**src/rtl/acl_mode_sequencer.sv**
```systemverilog
// Tester sequencer for the PMOD ACL2 driver: one-hot mode selection, init/start
// command handshakes, run hold and soft reset. Optional watchdog: ACL_SEQ_WATCHDOG_EN.
module acl_mode_sequencer #(
  parameter int unsigned MODE_COUNT     = 2,
  parameter int unsigned SWITCH_WIDTH   = 4,
  parameter int unsigned TIMEOUT_CYCLES = 2000000,
  localparam int unsigned IdxW          = (MODE_COUNT > 1) ? $clog2(MODE_COUNT) : 1
) (
  input  logic                    i_clk_20mhz,
  input  logic                    i_rstn_20mhz,
  input  logic                    i_acl_command_ready,
  input  logic [SWITCH_WIDTH-1:0] i_switches_debounced,
  output logic [MODE_COUNT-1:0]   o_acl_cmd_init,
  output logic [MODE_COUNT-1:0]   o_acl_cmd_start,
  output logic                    o_acl_cmd_soft_reset,
  output logic [MODE_COUNT-1:0]   o_mode_active,
  output logic [IdxW-1:0]         o_mode_index,
  output logic                    o_reading_inactive,
  output logic                    o_active_init_display,
  output logic                    o_active_run_display,
  output logic                    o_fault
);

  localparam int unsigned CntW = $clog2(SWITCH_WIDTH + 1);

  typedef enum logic [2:0] {
    IDLE,
    INIT_REQ,
    INIT_WAIT,
    START_REQ,
    START_DONE,
    RUN,
    RESET_REQ,
    FAULT
  } state_e;

  state_e                state_q, state_d;
  logic [MODE_COUNT-1:0] mode_active_q, mode_active_d;
  logic [IdxW-1:0]       mode_index_q, mode_index_d;

  logic [CntW-1:0]       sel_total_c;
  logic [CntW-1:0]       sel_in_range_c;
  logic [IdxW-1:0]       sel_idx_c;
  logic                  sel_valid_c;
  logic                  switches_clear_c;
  logic                  wd_expired_c;

  // Valid selection: exactly one switch set overall, and that one is a mode switch.
  always_comb begin
    sel_total_c    = '0;
    sel_in_range_c = '0;
    sel_idx_c      = '0;
    for (int i = 0; i < int'(SWITCH_WIDTH); i++) begin
      if (i_switches_debounced[i]) begin
        sel_total_c = sel_total_c + CntW'(1);
        if (i < int'(MODE_COUNT)) begin
          sel_in_range_c = sel_in_range_c + CntW'(1);
          sel_idx_c      = IdxW'(i);
        end
      end
    end
    sel_valid_c      = (sel_total_c == CntW'(1)) && (sel_in_range_c == CntW'(1));
    switches_clear_c = (i_switches_debounced == '0);
  end

`ifdef ACL_SEQ_WATCHDOG_EN
  localparam int unsigned WdW = $clog2(TIMEOUT_CYCLES + 1);

  logic [WdW-1:0] wd_cnt_q, wd_cnt_d;
  logic           wd_watch_c;
  logic           fault_q, fault_d;

  // Counter runs only while waiting on a driver handshake; any state change restarts it.
  always_comb begin
    wd_watch_c = (state_q == INIT_REQ) || (state_q == INIT_WAIT) ||
                 (state_q == START_REQ) || (state_q == RESET_REQ);
    wd_expired_c = wd_watch_c && (wd_cnt_q == WdW'(TIMEOUT_CYCLES));
    wd_cnt_d = wd_cnt_q;
    if (state_d != state_q) begin
      wd_cnt_d = '0;
    end else if (wd_watch_c && (wd_cnt_q != WdW'(TIMEOUT_CYCLES))) begin
      wd_cnt_d = wd_cnt_q + WdW'(1);
    end
    fault_d = (state_d == FAULT);
  end

  always_ff @(posedge i_clk_20mhz or negedge i_rstn_20mhz) begin
    if (!i_rstn_20mhz) begin
      wd_cnt_q <= '0;
      fault_q  <= 1'b0;
    end else begin
      wd_cnt_q <= wd_cnt_d;
      fault_q  <= fault_d;
    end
  end

  assign o_fault = fault_q;
`else
  assign wd_expired_c = 1'b0;
  assign o_fault      = 1'b0;
`endif

  always_ff @(posedge i_clk_20mhz or negedge i_rstn_20mhz) begin
    if (!i_rstn_20mhz) begin
      state_q       <= IDLE;
      mode_active_q <= '0;
      mode_index_q  <= '0;
    end else begin
      state_q       <= state_d;
      mode_active_q <= mode_active_d;
      mode_index_q  <= mode_index_d;
    end
  end

  // Next state, mode registers and Moore output decode.
  always_comb begin
    state_d               = state_q;
    mode_active_d         = mode_active_q;
    mode_index_d          = mode_index_q;
    o_acl_cmd_init        = '0;
    o_acl_cmd_start       = '0;
    o_acl_cmd_soft_reset  = 1'b0;
    o_reading_inactive    = 1'b0;
    o_active_init_display = 1'b0;
    o_active_run_display  = 1'b0;

    unique case (state_q)
      IDLE: begin
        o_reading_inactive = 1'b1;
        if (i_acl_command_ready && sel_valid_c) begin
          state_d       = INIT_REQ;
          mode_index_d  = sel_idx_c;
          mode_active_d = MODE_COUNT'(1) << sel_idx_c;
        end
      end
      INIT_REQ: begin
        o_acl_cmd_init        = mode_active_q;
        o_active_init_display = 1'b1;
        if (wd_expired_c) begin
          state_d = FAULT;
        end else if (!i_acl_command_ready) begin
          state_d = INIT_WAIT;
        end
      end
      INIT_WAIT: begin
        o_active_init_display = 1'b1;
        if (wd_expired_c) begin
          state_d = FAULT;
        end else if (i_acl_command_ready) begin
          state_d = START_REQ;
        end
      end
      START_REQ: begin
        o_acl_cmd_start       = mode_active_q;
        o_active_init_display = 1'b1;
        if (wd_expired_c) begin
          state_d = FAULT;
        end else if (!i_acl_command_ready) begin
          state_d = START_DONE;
        end
      end
      START_DONE: begin
        o_active_init_display = 1'b1;
        state_d               = RUN;
      end
      RUN: begin
        o_active_run_display = 1'b1;
        if (switches_clear_c) begin
          state_d       = RESET_REQ;
          mode_active_d = '0;
        end
      end
      RESET_REQ: begin
        o_acl_cmd_soft_reset = 1'b1;
        if (wd_expired_c) begin
          state_d = FAULT;
        end else if (i_acl_command_ready) begin
          state_d = IDLE;
        end
      end
      FAULT: begin
        if (switches_clear_c) begin
          state_d       = RESET_REQ;
          mode_active_d = '0;
        end
      end
      default: state_d = IDLE;
    endcase
  end

  assign o_mode_active = mode_active_q;
  assign o_mode_index  = mode_index_q;

endmodule

```
**config.mk**
```make
export PLATFORM = sky130hd
export DESIGN_NAME = acl_mode_sequencer
export DESIGN_NICKNAME = d
export VERILOG_FILES = /design/src/rtl/acl_mode_sequencer.sv
export SDC_FILE = /design/constraint.sdc
export NUM_CORES = 1
export LEC_CHECK = 0
export BUFFER_PORTS_ARGS = -buffer_cell sky130_fd_sc_hd__buf_2
export CORE_AREA = 3 3 40 42
export DETAILED_ROUTE_END_ITERATION = 10
export DIE_AREA = 0 0 43 45
export PLACE_DENSITY = 0.74
export SLEW_MARGIN = 20
export SYNTH_ARGS = -nofsm -noshare
export SYNTH_HDL_FRONTEND = slang
export SYNTH_SLANG_ARGS = --single-unit
```
**constraint.sdc**
```tcl
create_clock -name i_clk_20mhz -period 3.12 [get_ports i_clk_20mhz]
set_input_delay 0.936 -clock i_clk_20mhz [delete_from_list [all_inputs] [get_ports i_clk_20mhz]]
set_output_delay 0.936 -clock i_clk_20mhz [all_outputs]
set_load 0.02 [all_outputs]
```
### Yosys cells after proc, flatten, opt, wreduce, memory -nomap -nowiden

Cells that the tools add are included.

* flip-flop bits (word level): 6
* bits of input ports: 7
* output and inout bits: 12
* word-level logic and storage cells: 53

* add/sub/neg operators: 3
* equality and inequality tests: 15
* shift-type cells: 1
* multiplexer cells: 21
* reductions and logical operators: 10

Operators by type and width (count)
* $mux 3: 9
* $pmux 3 s7: 1
* $eq 3x3->1 const B: 4
* $ne 2x2->1 const B: 5
* $add 3x1->3 const B: 3
* $eq 3x1->1 const B: 3
* $mux 2: 4
* $eq 3x2->1 const B: 2
* $mux 1: 6
* $reduce_and 6->1: 1
* $logic_not 4->1: 1
* $pmux 2 s2: 1
* $reduce_or 4->1: 1
* $logic_not 3->1: 1
* $reduce_and 3->1: 1
* $logic_and 1x1->1: 2
* $ne 2x1->1 const B: 1
* $reduce_and 2->1: 1
* $reduce_bool 2->1: 1
* $reduce_or 2->1: 1
* $shl 1x1->2 const A: 1

### Longest topological paths before layout

Gate-level depths: netlist of the first run.

* word-level depth: 12
* mapped depth: 8
* depth with buffers taken out: 8

### Least setup slack after synthesis of the first run

No wires, ideal clock.

* kind: input to register
* start point: input port i_switches_debounced[0]
* end point: register mode_active_q[0] (netlist: o_mode_active[0])
* arrival: 2.720 ns
* data required time: 3.041 ns
* setup slack: 0.320 ns
* stages on the path: 8
* cell sequence: inv_1 ha_1 xor2_1 ha_1 nor4b_4 nor4_2 nor4_4 mux2i_1

* longest elaborated chain between the ends: 12
* elaborated cells between the ends (all ways): 15
* those cells by class: 3 x add/sub; 4 x eq/ne; 4 x mux; 4 x reduce/logical

RTL lines
* from (decl): RTL line 12 `input logic [SWITCH_WIDTH-1:0] i_switches_debounced,`
* $mux 1: RTL line 54 `if (i_switches_debounced[i]) begin`
* $add 3x1->3: RTL line 55, 57
* $mux 3: RTL line 54
* $add 3x1->3: RTL line 55 `sel_total_c = sel_total_c + CntW'(1);`
* $mux 3: RTL line 54
* $add 3x1->3: RTL line 55
* $mux 3: RTL line 54
* $eq 3x1->1: RTL line 62 `sel_valid_c = (sel_total_c == CntW'(1)) && (sel_in_range_c == CntW'(1));`
* $logic_and 1x1->1: RTL line 62
* $logic_and 1x1->1: RTL line 130 `if (i_acl_command_ready && sel_valid_c) begin`
* $ne 2x2->1 (no source line)
* $reduce_and 3->1 (no source line) *
* to (signal assigned): RTL line 110 `mode_active_q <= mode_active_d;`
* to (decl): RTL line 38 `logic [MODE_COUNT-1:0] mode_active_q, mode_active_d;`

Every way passes the cells marked *; elsewhere a longest branch is shown, timed or not.
A chain may end at the register's enable or synchronous reset.

### Final worst setup path of the first run

* start point: input port i_switches_debounced[1]
* end point: register mode_active_q[0] (netlist: o_mode_active[0])

* longest elaborated chain between the ends: 10
* elaborated cells between the ends (all ways): 17
* those cells by class: 2 x add/sub; 4 x eq/ne; 1 x shift; 6 x mux; 4 x reduce/logical

RTL lines (RTL line)
* $mux 3: 54
* $add 3x1->3: 55
* $mux 3: 54
* $add 3x1->3: 55
* $mux 3: 54
* $eq 3x1->1: 62
* $logic_and 1x1->1: 62
* $logic_and 1x1->1: 130
* $ne 2x2->1 (no source line)
* $reduce_and 3->1 (no source line)

Parallel ways exist; a longest one is shown, timed or not. The select of a mux whose other input is x is not followed.

==> results of run 1 <==
## where the power goes
part	internal, mW	switching (mW)
Sequential	0.110	0.0628
Clock	0.0436	0.0291
Combinational	0.106	0.149
Total	0.260	0.241
## synthesized netlist by cell type
cell / n
and2_1: 2
nand3_1: 3
nor3b_1: 1
o31ai_1: 1
and4b_2: 1
clkbuf_1: 4
ha_1: 3
o21ai_0: 1
buf_6: 1
o221ai_1: 1
nor3_1: 1
conb_1: 1
nand2_1: 8
nor4_4: 1
nor4b_4: 1
a221oi_1: 1
and3_1: 1
inv_1: 5
nor2_1: 5
nor4_2: 1
buf_4: 1
dfrtp_1: 6
nor4bb_1: 2
xnor2_1: 1
xor2_1: 3
mux2i_1: 4
a21oi_1: 4
nor4b_2: 1
and4bb_1: 1
## cell type report
type                       count  share of cell area [%]
tap                           15                    2.76
timing repair buffer          18                    13.6
sequential                     6                    22.1
clock buffer                   3                    3.31
inverter                       5                    2.76
multi-input combinational     49                    55.5
## cell families after synthesis
family / Yosys count / synth area share, %
other: 1 / 0.646
adder cells (fa/ha/maj): 3 / 6.47
multiplexers: 4 / 6.90
AND/OR/NAND/NOR: 29 / 36.4
AO/OA/AOI/OAI: 8 / 8.62
XOR/XNOR: 4 / 6.04
buffers and inverters: 11 / 9.05
flip-flops: 6 / 25.9
## metal layers
layer | up-vias | global-route usage (%) | share of wire [%]
met5 | - | 0 | 0
met4 | 0 | 10.8 | 2.3
met3 | 2 | 4.78 | 6.9
met2 | 18 | 23.1 | 49
met1 | 216 | 15.7 | 41
li1 | 256 | - | -
## path summary, 6_finish.rpt
check | end | depth (start not counted) | start | slack, ns
setup reg to reg | o_mode_active[0] | 4 | state_q[0] | 1.65
max in group asynchronous | o_mode_active[1] | 1 | i_rstn_20mhz | 2.47
hold / removal | asynchronous set/reset pin | 1 | i_rstn_20mhz | 0.50
setup / recovery | o_mode_active[0] | 9 | i_switches_debounced[1] | 0.43
min in group i_clk_20mhz | o_mode_index | 2 | o_mode_index | 0.52
hold reg to reg | o_mode_index | 2 | o_mode_index | 0.52
## worst max-delay path: stages
cell	delay (ns)
buf_2	0.11
inv_1	0.04
ha_1	0.29
xor2_1	0.15
ha_1	0.34
nor4b_4	0.27
nor4_2	0.10
nor4_4	0.39
mux2i_1	0.23
==> results by group, run 1 <==
Outcome
  – Status: complete, no violations

Yosys
  – Synth cell types: 29
  – Syn_area_per_cell: 8.80 um2
  – Synthesized flop and latch total: 6
  – Yosys synthesis warning count: 0
  – Cell area after synthesis: about 580 um2
  – Post-Syn Nets: 76
  – Post-synthesis sequential area ratio: 25.9%
  – Yosys top cell by area: dfrtp_1
  – Top post-synthesis cells by area: dfrtp_1 (26%), mux2i_1 (6.9%), ha_1 (6.5%)
  – Gate Count Post-Synth: 66
  – Yosys top cell area share: around a quarter

STA
  – Final Hold Vio Count: 0
  – Setup tns final: 0 ns
  – Fmax: 0.371 GHz
  – Slew @ Worst Pin: about 0.55 ns
  – PnR worst setup slack: 0.427 ns
  – Clock Skew: 0.00489 ns
  – Final setup viols: 0
  – Hold Slack: 0.501 ns
  – Max_slew headroom: 63.4%
  – Fin. max-slew vios: 0
  – Tmin final: 2.69 ns
  – Fin crit share: 86.3%
  – RSZ-0062 raised after global routing: no

Global routing
  – Total Routing Usage GR: 14.3%
  – Largest net degree at the start of global routing: 17
  – Initial antenna violation count: 0
  – GRT Residual Overflow: 0
  – Vias in the first global route: 453
  – First-pass GRT wire length: 1950 um

Route
  – Post-route ant nets: 0
  – DRC viols: 0
  – DR vias: roughly 490
  – Iteration-0 DRC Markers: 9
  – TritonRoute pass-1 iters: 4
  – Total Wirelength: 1160 um
  – Drt wl/cell: 12.1 um
  – Via density: 5.13

Floorplanning
  – Row Count: 13
  – Core box area: about 1300 um2
  – Initial core utilization: 45.2%
  – Die area: between 1500 and 2000 um2
  – DIE HEIGHT: 45 um
  – Boundary pin count: 19
  – Die Wd: 43 um

Power
  – Pwr Density: 736 nW/um2
  – Worst VDD drop: 0.434 mV
  – Power Total: 0.501 mW
  – Leakage power: 0.328 nW

Cells and area
  – Nets: 93
  – Post-layout utilization of the core: 53.0%
  – Synth-to-layout area growth: 17.2%
  – Non-filler cells, final: 96
  – # diodes: 0
  – Most frequent cells in the layout: buf_2 (17), nand2_1 (8), dfrtp_1 (6)
  – Filler cell count: 133
  – Most common cell after layout, fill and taps aside: buf_2
  – Multi-input logic area: 378 um2
  – Fin area: ~700 um2
  – Seq. cell area: 150 um2
  – Share of post-route cells with drive strength above 1: approximately a third

CTS
  – H-tree Lvls: 1
  – Root buf cell: clkbuf_4
  – Clk sinks: 6
  – Post CTS Setup Buffer Count: 0
  – # hold bufs at CTS: 0
  – Longest Clk Path Bufs: 2
  – Clock latency on the worst-skew pair: 0.25 ns
  – Cts bufs inserted: 3
  – Reg clk slew, reported paths: 0.05 ns
  – Post-CTS Resized: 0
  – TritonCTS clock tree: yes

Setup path
  – Crit path arrival time: 2.86 ns
  – Worst Path Class, Setup: input pin to flop
  – Maximum net fanout on the critical path: 4
  – Startpoint Class: input pin
  – Critical Path Sink Type: flop
  – CP required: 3.28 ns

Placed design
  – Hpwl dp: 879 um
  – DP Worst Slack: around 0.13 ns
  – Gpl congestion: ~0.71
  – DP Area: 658 um2
  – Number of I/O port buffers: 17
  – Placed cells: 93

Min path
  – Worst min-delay path class: input pin to asynchronous set/reset pin

Run
  – MaxCap Viol Count: 0
Power figures use the tool's default switching activity.
==> inputs of run 2 (changes only) <==
ABC_AREA = 1   (was default)
CORE_AREA = default   (was 3 3 40 42)
CORE_MARGIN = 3   (was default)
CORE_UTILIZATION = 45   (was default)
DIE_AREA = default   (was 0 0 43 45)
PLACE_DENSITY = 0.76   (was 0.74)
==> run 2 against run 1 <==
  * Via count is 13% higher
  * Highest routed layer unchanged
  * Non-clock buffer count fell by 1
  * Cell count rose by 25%
  * Die area is 4.8% lower
  * Total power is 21% higher
  * Critical path depth is 6 higher
  * Register-to-register slack better by 0.14 ns
  * Setup slack better by 0.28 ns
  * Global-route usage decreased by 1.2 points
==> results by group, run 2 <==
CTS
  – Reg clk slew, reported paths: 0.04 ns (was 0.05 ns)
  – Cts bufs inserted: 3 (unchanged)
  – Post CTS Setup Buffer Count: 0 (unchanged)
  – Clock latency on the worst-skew pair: 0.23 ns (was 0.25 ns)
  – # hold bufs at CTS: 0 (unchanged)
  – Longest Clk Path Bufs: 2 (unchanged)
  – H-tree Lvls: 1 (unchanged)
  – Clk sinks: 6 (unchanged)
  – Post-CTS Resized: 0 (unchanged)
  – TritonCTS clock tree: yes (unchanged)
  – Root buf cell: clkbuf_4 (unchanged)

Cells and area
  – # diodes: 0 (unchanged)
  – Synth-to-layout area growth: 17.3% (was 17.2%)
  – Filler cell count: 119 (was 133)
  – Share of post-route cells with drive strength above 1: 40.6% (was 32.1%)
  – Most frequent cells in the layout: nand2_1 (22), buf_2 (17), inv_1 (13) (was buf_2 (17), nand2_1 (8), dfrtp_1 (6))
  – Most common cell after layout, fill and taps aside: nand2_1 (was buf_2)
  – Nets: 118 (was 93)
  – Non-filler cells, final: 120 (was 96)

Route
  – DRC viols: 0 (unchanged)
  – Drt wl/cell: 8.74 um (was 12.1 um)
  – DR vias: 558 (was 492)
  – Iteration-0 DRC Markers: 15 (was 9)
  – Post-route ant nets: 0 (unchanged)
  – Total Wirelength: 1050 um (was 1160 um)
  – TritonRoute pass-1 iters: 4 (unchanged)
  – Via density: 4.65 (was 5.13)

Power
  – Internal: 0.289 mW (was 0.260 mW)
  – Net Sw Frac: 52.2% (was 48.1%)
  – Combinational share of power: 62.5% (was 50.9%)
  – Power Total: 0.605 mW (was 0.501 mW)
  – Clk pwr share: 11.0% (was 14.5%)
  – Leakage power: 0.434 nW (was 0.328 nW)
  – Worst VDD drop: 0.488 mV (was 0.434 mV)
  – Seq pwr share: 26.5% (was 34.5%)
  – Pwr Density: 841 nW/um2 (was 736 nW/um2)
  – Net Switching: 0.316 mW (was 0.241 mW)

Yosys
  – Main synth FF type: dfrtp_1 (unchanged)
  – Cell area after synthesis: 613 um2 (was 581 um2)
  – Gate Count Post-Synth: 88 (was 66)
  – Synth cell count leaders: nand2_1 (22), inv_1 (13), nand2_2 (8), nor2_1 (7), dfrtp_1 (6) (was nand2_1 (8), dfrtp_1 (6), inv_1 (5), nor2_1 (5))
  – Post-synthesis sequential area ratio: 24.5% (was 25.9%)
  – Async set-reset flop share out of synthesis: 100% (unchanged)
  – Yosys top cell area share: 24.5% (was 25.9%)
  – EDFF count, synth: 0 (unchanged)
  – Synth cell types: 23 (was 29)
  – Synthesized flop and latch total: 6 (unchanged)
  – Post-Syn Nets: 98 (was 76)
  – Top post-synthesis cells by area: dfrtp_1 (24%), nand2_1 (13%), nand2_2 (8.2%) (was dfrtp_1 (26%), mux2i_1 (6.9%), ha_1 (6.5%))
  – Syn_area_per_cell: 6.97 um2 (was 8.80 um2)
  – Top-count cell post-synth: nand2_1 (unchanged)
  – Yosys synthesis warning count: 0 (unchanged)
  – Yosys top cell by area: dfrtp_1 (unchanged)

STA
  – Fmax: 0.415 GHz (was 0.371 GHz)
  – Final Hold Vio Count: 0 (unchanged)
  – Final setup viols: 0 (unchanged)
  – RSZ-0062 raised after global routing: no (unchanged)
  – Tmin final: 2.41 ns (was 2.69 ns)
  – Hold Slack: 0.497 ns (was 0.501 ns)
  – Fin. max-slew vios: 0 (unchanged)
  – Fin crit share: 77.2% (was 86.3%)
  – PnR worst setup slack: 0.711 ns (was 0.427 ns)
  – Setup tns final: 0 ns (unchanged)
  – Clock Skew: 0.000200 ns (was 0.00489 ns)

Global routing
  – GRT Residual Overflow: 0 (unchanged)
  – Initial antenna violation count: 0 (unchanged)
  – Total Routing Usage GR: 13.1% (was 14.3%)
  – Vias in the first global route: 484 (was 453)
  – First-pass GRT wire length: 1870 um (was 1950 um)
  – Largest net degree at the start of global routing: 10 (was 17)

Floorplanning
  – DIE HEIGHT: 42.9 um (was 45 um)
  – Die area: 1840 um2 (was 1940 um2)
  – Row Count: 12 (was 13)
  – Initial core utilization: 51.7% (was 45.2%)
  – Die Wd: 42.9 um (was 43 um)
  – Core box area: 1190 um2 (was 1280 um2)
  – Boundary pin count: 19 (unchanged)

Setup path
  – Top cell by count, worst path: nand2_2 (was ha_1)
  – Startpoint Class: input pin (unchanged)
  – Crit path arrival time: 2.53 ns (was 2.86 ns)
  – Crit-path max cell delay: 0.33 ns (was 0.39 ns)
  – Maximum net fanout on the critical path: 4 (unchanged)
  – CP required: 3.24 ns (was 3.28 ns)
  – Worst Path Class, Setup: input pin to flop (unchanged)
  – Critical Path Sink Type: flop (unchanged)
  – Worst path cell trace: buf_2 -> inv_1 -> ha_1 -> inv_1 -> nand2_1 -> nand2_2 -> ha_1 -> nor2_1 -> nand3_1 -> nand2_2 -> nand2_4 -> nand2_4 -> nand2_2 -> nand2_1 -> o21ai_2 (was buf_2 -> inv_1 -> ha_1 -> xor2_1 -> ha_1 -> nor4b_4 -> nor4_2 -> nor4_4 -> mux2i_1)
  – CP max stage cell: ha_1 (was nor4_4)

Min path
  – Worst min-delay path class: flop to flop (was input pin to asynchronous set/reset pin)

Placed design
  – Hpwl dp: 927 um (was 879 um)
  – Gpl congestion: 0.700 (was 0.708)
  – Placed cells: 117 (was 93)
  – DP Worst Slack: 0.460 ns (was 0.126 ns)
  – Number of I/O port buffers: 17 (unchanged)

Run
  – MaxCap Viol Count: 0 (unchanged)

Outcome
  – Status: complete, no violations (unchanged)
==> run 2: area by class of cell <==
type	instances	area [um2]	share of cell area [%]
Sequential cell	6	150	20.9
Clock buffer	3	22.5	3.13
Timing Repair Buffer	17	85.1	11.8
Inverter	16	60.1	8.35
Multi-Input combinational cell	64	384	53.4
Tap cell	14	17.5	2.43
==> run 2: critical path: cells and delay by family <==
kind	cells	cell delay, ns
simple gates	9	0.70
fa+ha+maj	2	0.62
buf+inv	3	0.21
compound gates	1	0.06
==> run 2: worst paths after layout <==
| kind | end | depth (start not counted) | slack [ns] | start |
|---|---|---|---|---|
| max | state_q[0] | 15 | 0.71 | i_switches_debounced[1] |
| max in group asynchronous | o_mode_index | 1 | 2.48 | i_rstn_20mhz |
| max reg2reg | state_q[0] | 7 | 1.79 | state_q[0] |
| min in group asynchronous | state_q[0] | 1 | 0.51 | i_rstn_20mhz |
| min | o_mode_index | 1 | 0.50 | o_mode_index |
| min reg2reg | o_mode_index | 1 | 0.50 | o_mode_index |
==> run 2: metrics by stage <==
stage | area [um2] | util [%]
floorplan | 613 | -
global placement | 697 | 58.8
detailed placement | 697 | 58.8
CTS | 719 | 60.7
global route | 719 | 60.7
finish | 719 | 60.7
==> run 2: cells by family after synthesis <==
family,synth area share (%)
fa+ha+maj,6.12
other cells,0.612
flops,24.5
simple gates,48.2
buf+inv,12.9
compound gates,7.75
==> run 2: power by group through the flow <==
stage	sequential, mW	clock [mW]	combinational, mW
after floorplan	0.151	0	0.321
after global placement	0.159	0	0.379
after detailed placement	0.160	0	0.384
after CTS	0.158	0.0699	0.385
after global routing	0.164	0.0769	0.430
final	0.160	0.0664	0.378
==> run 2: per-layer routing <==
metal / track usage [%] / vias to the layer above / wire length (um)
met3: 2.54 / 2 / 70
met4: 7.45 / 0 / 10
met5: 0 / - / 0
met2: 19.2 / 18 / 456
li1: - / 305 / -
met1: 17.8 / 233 / 512
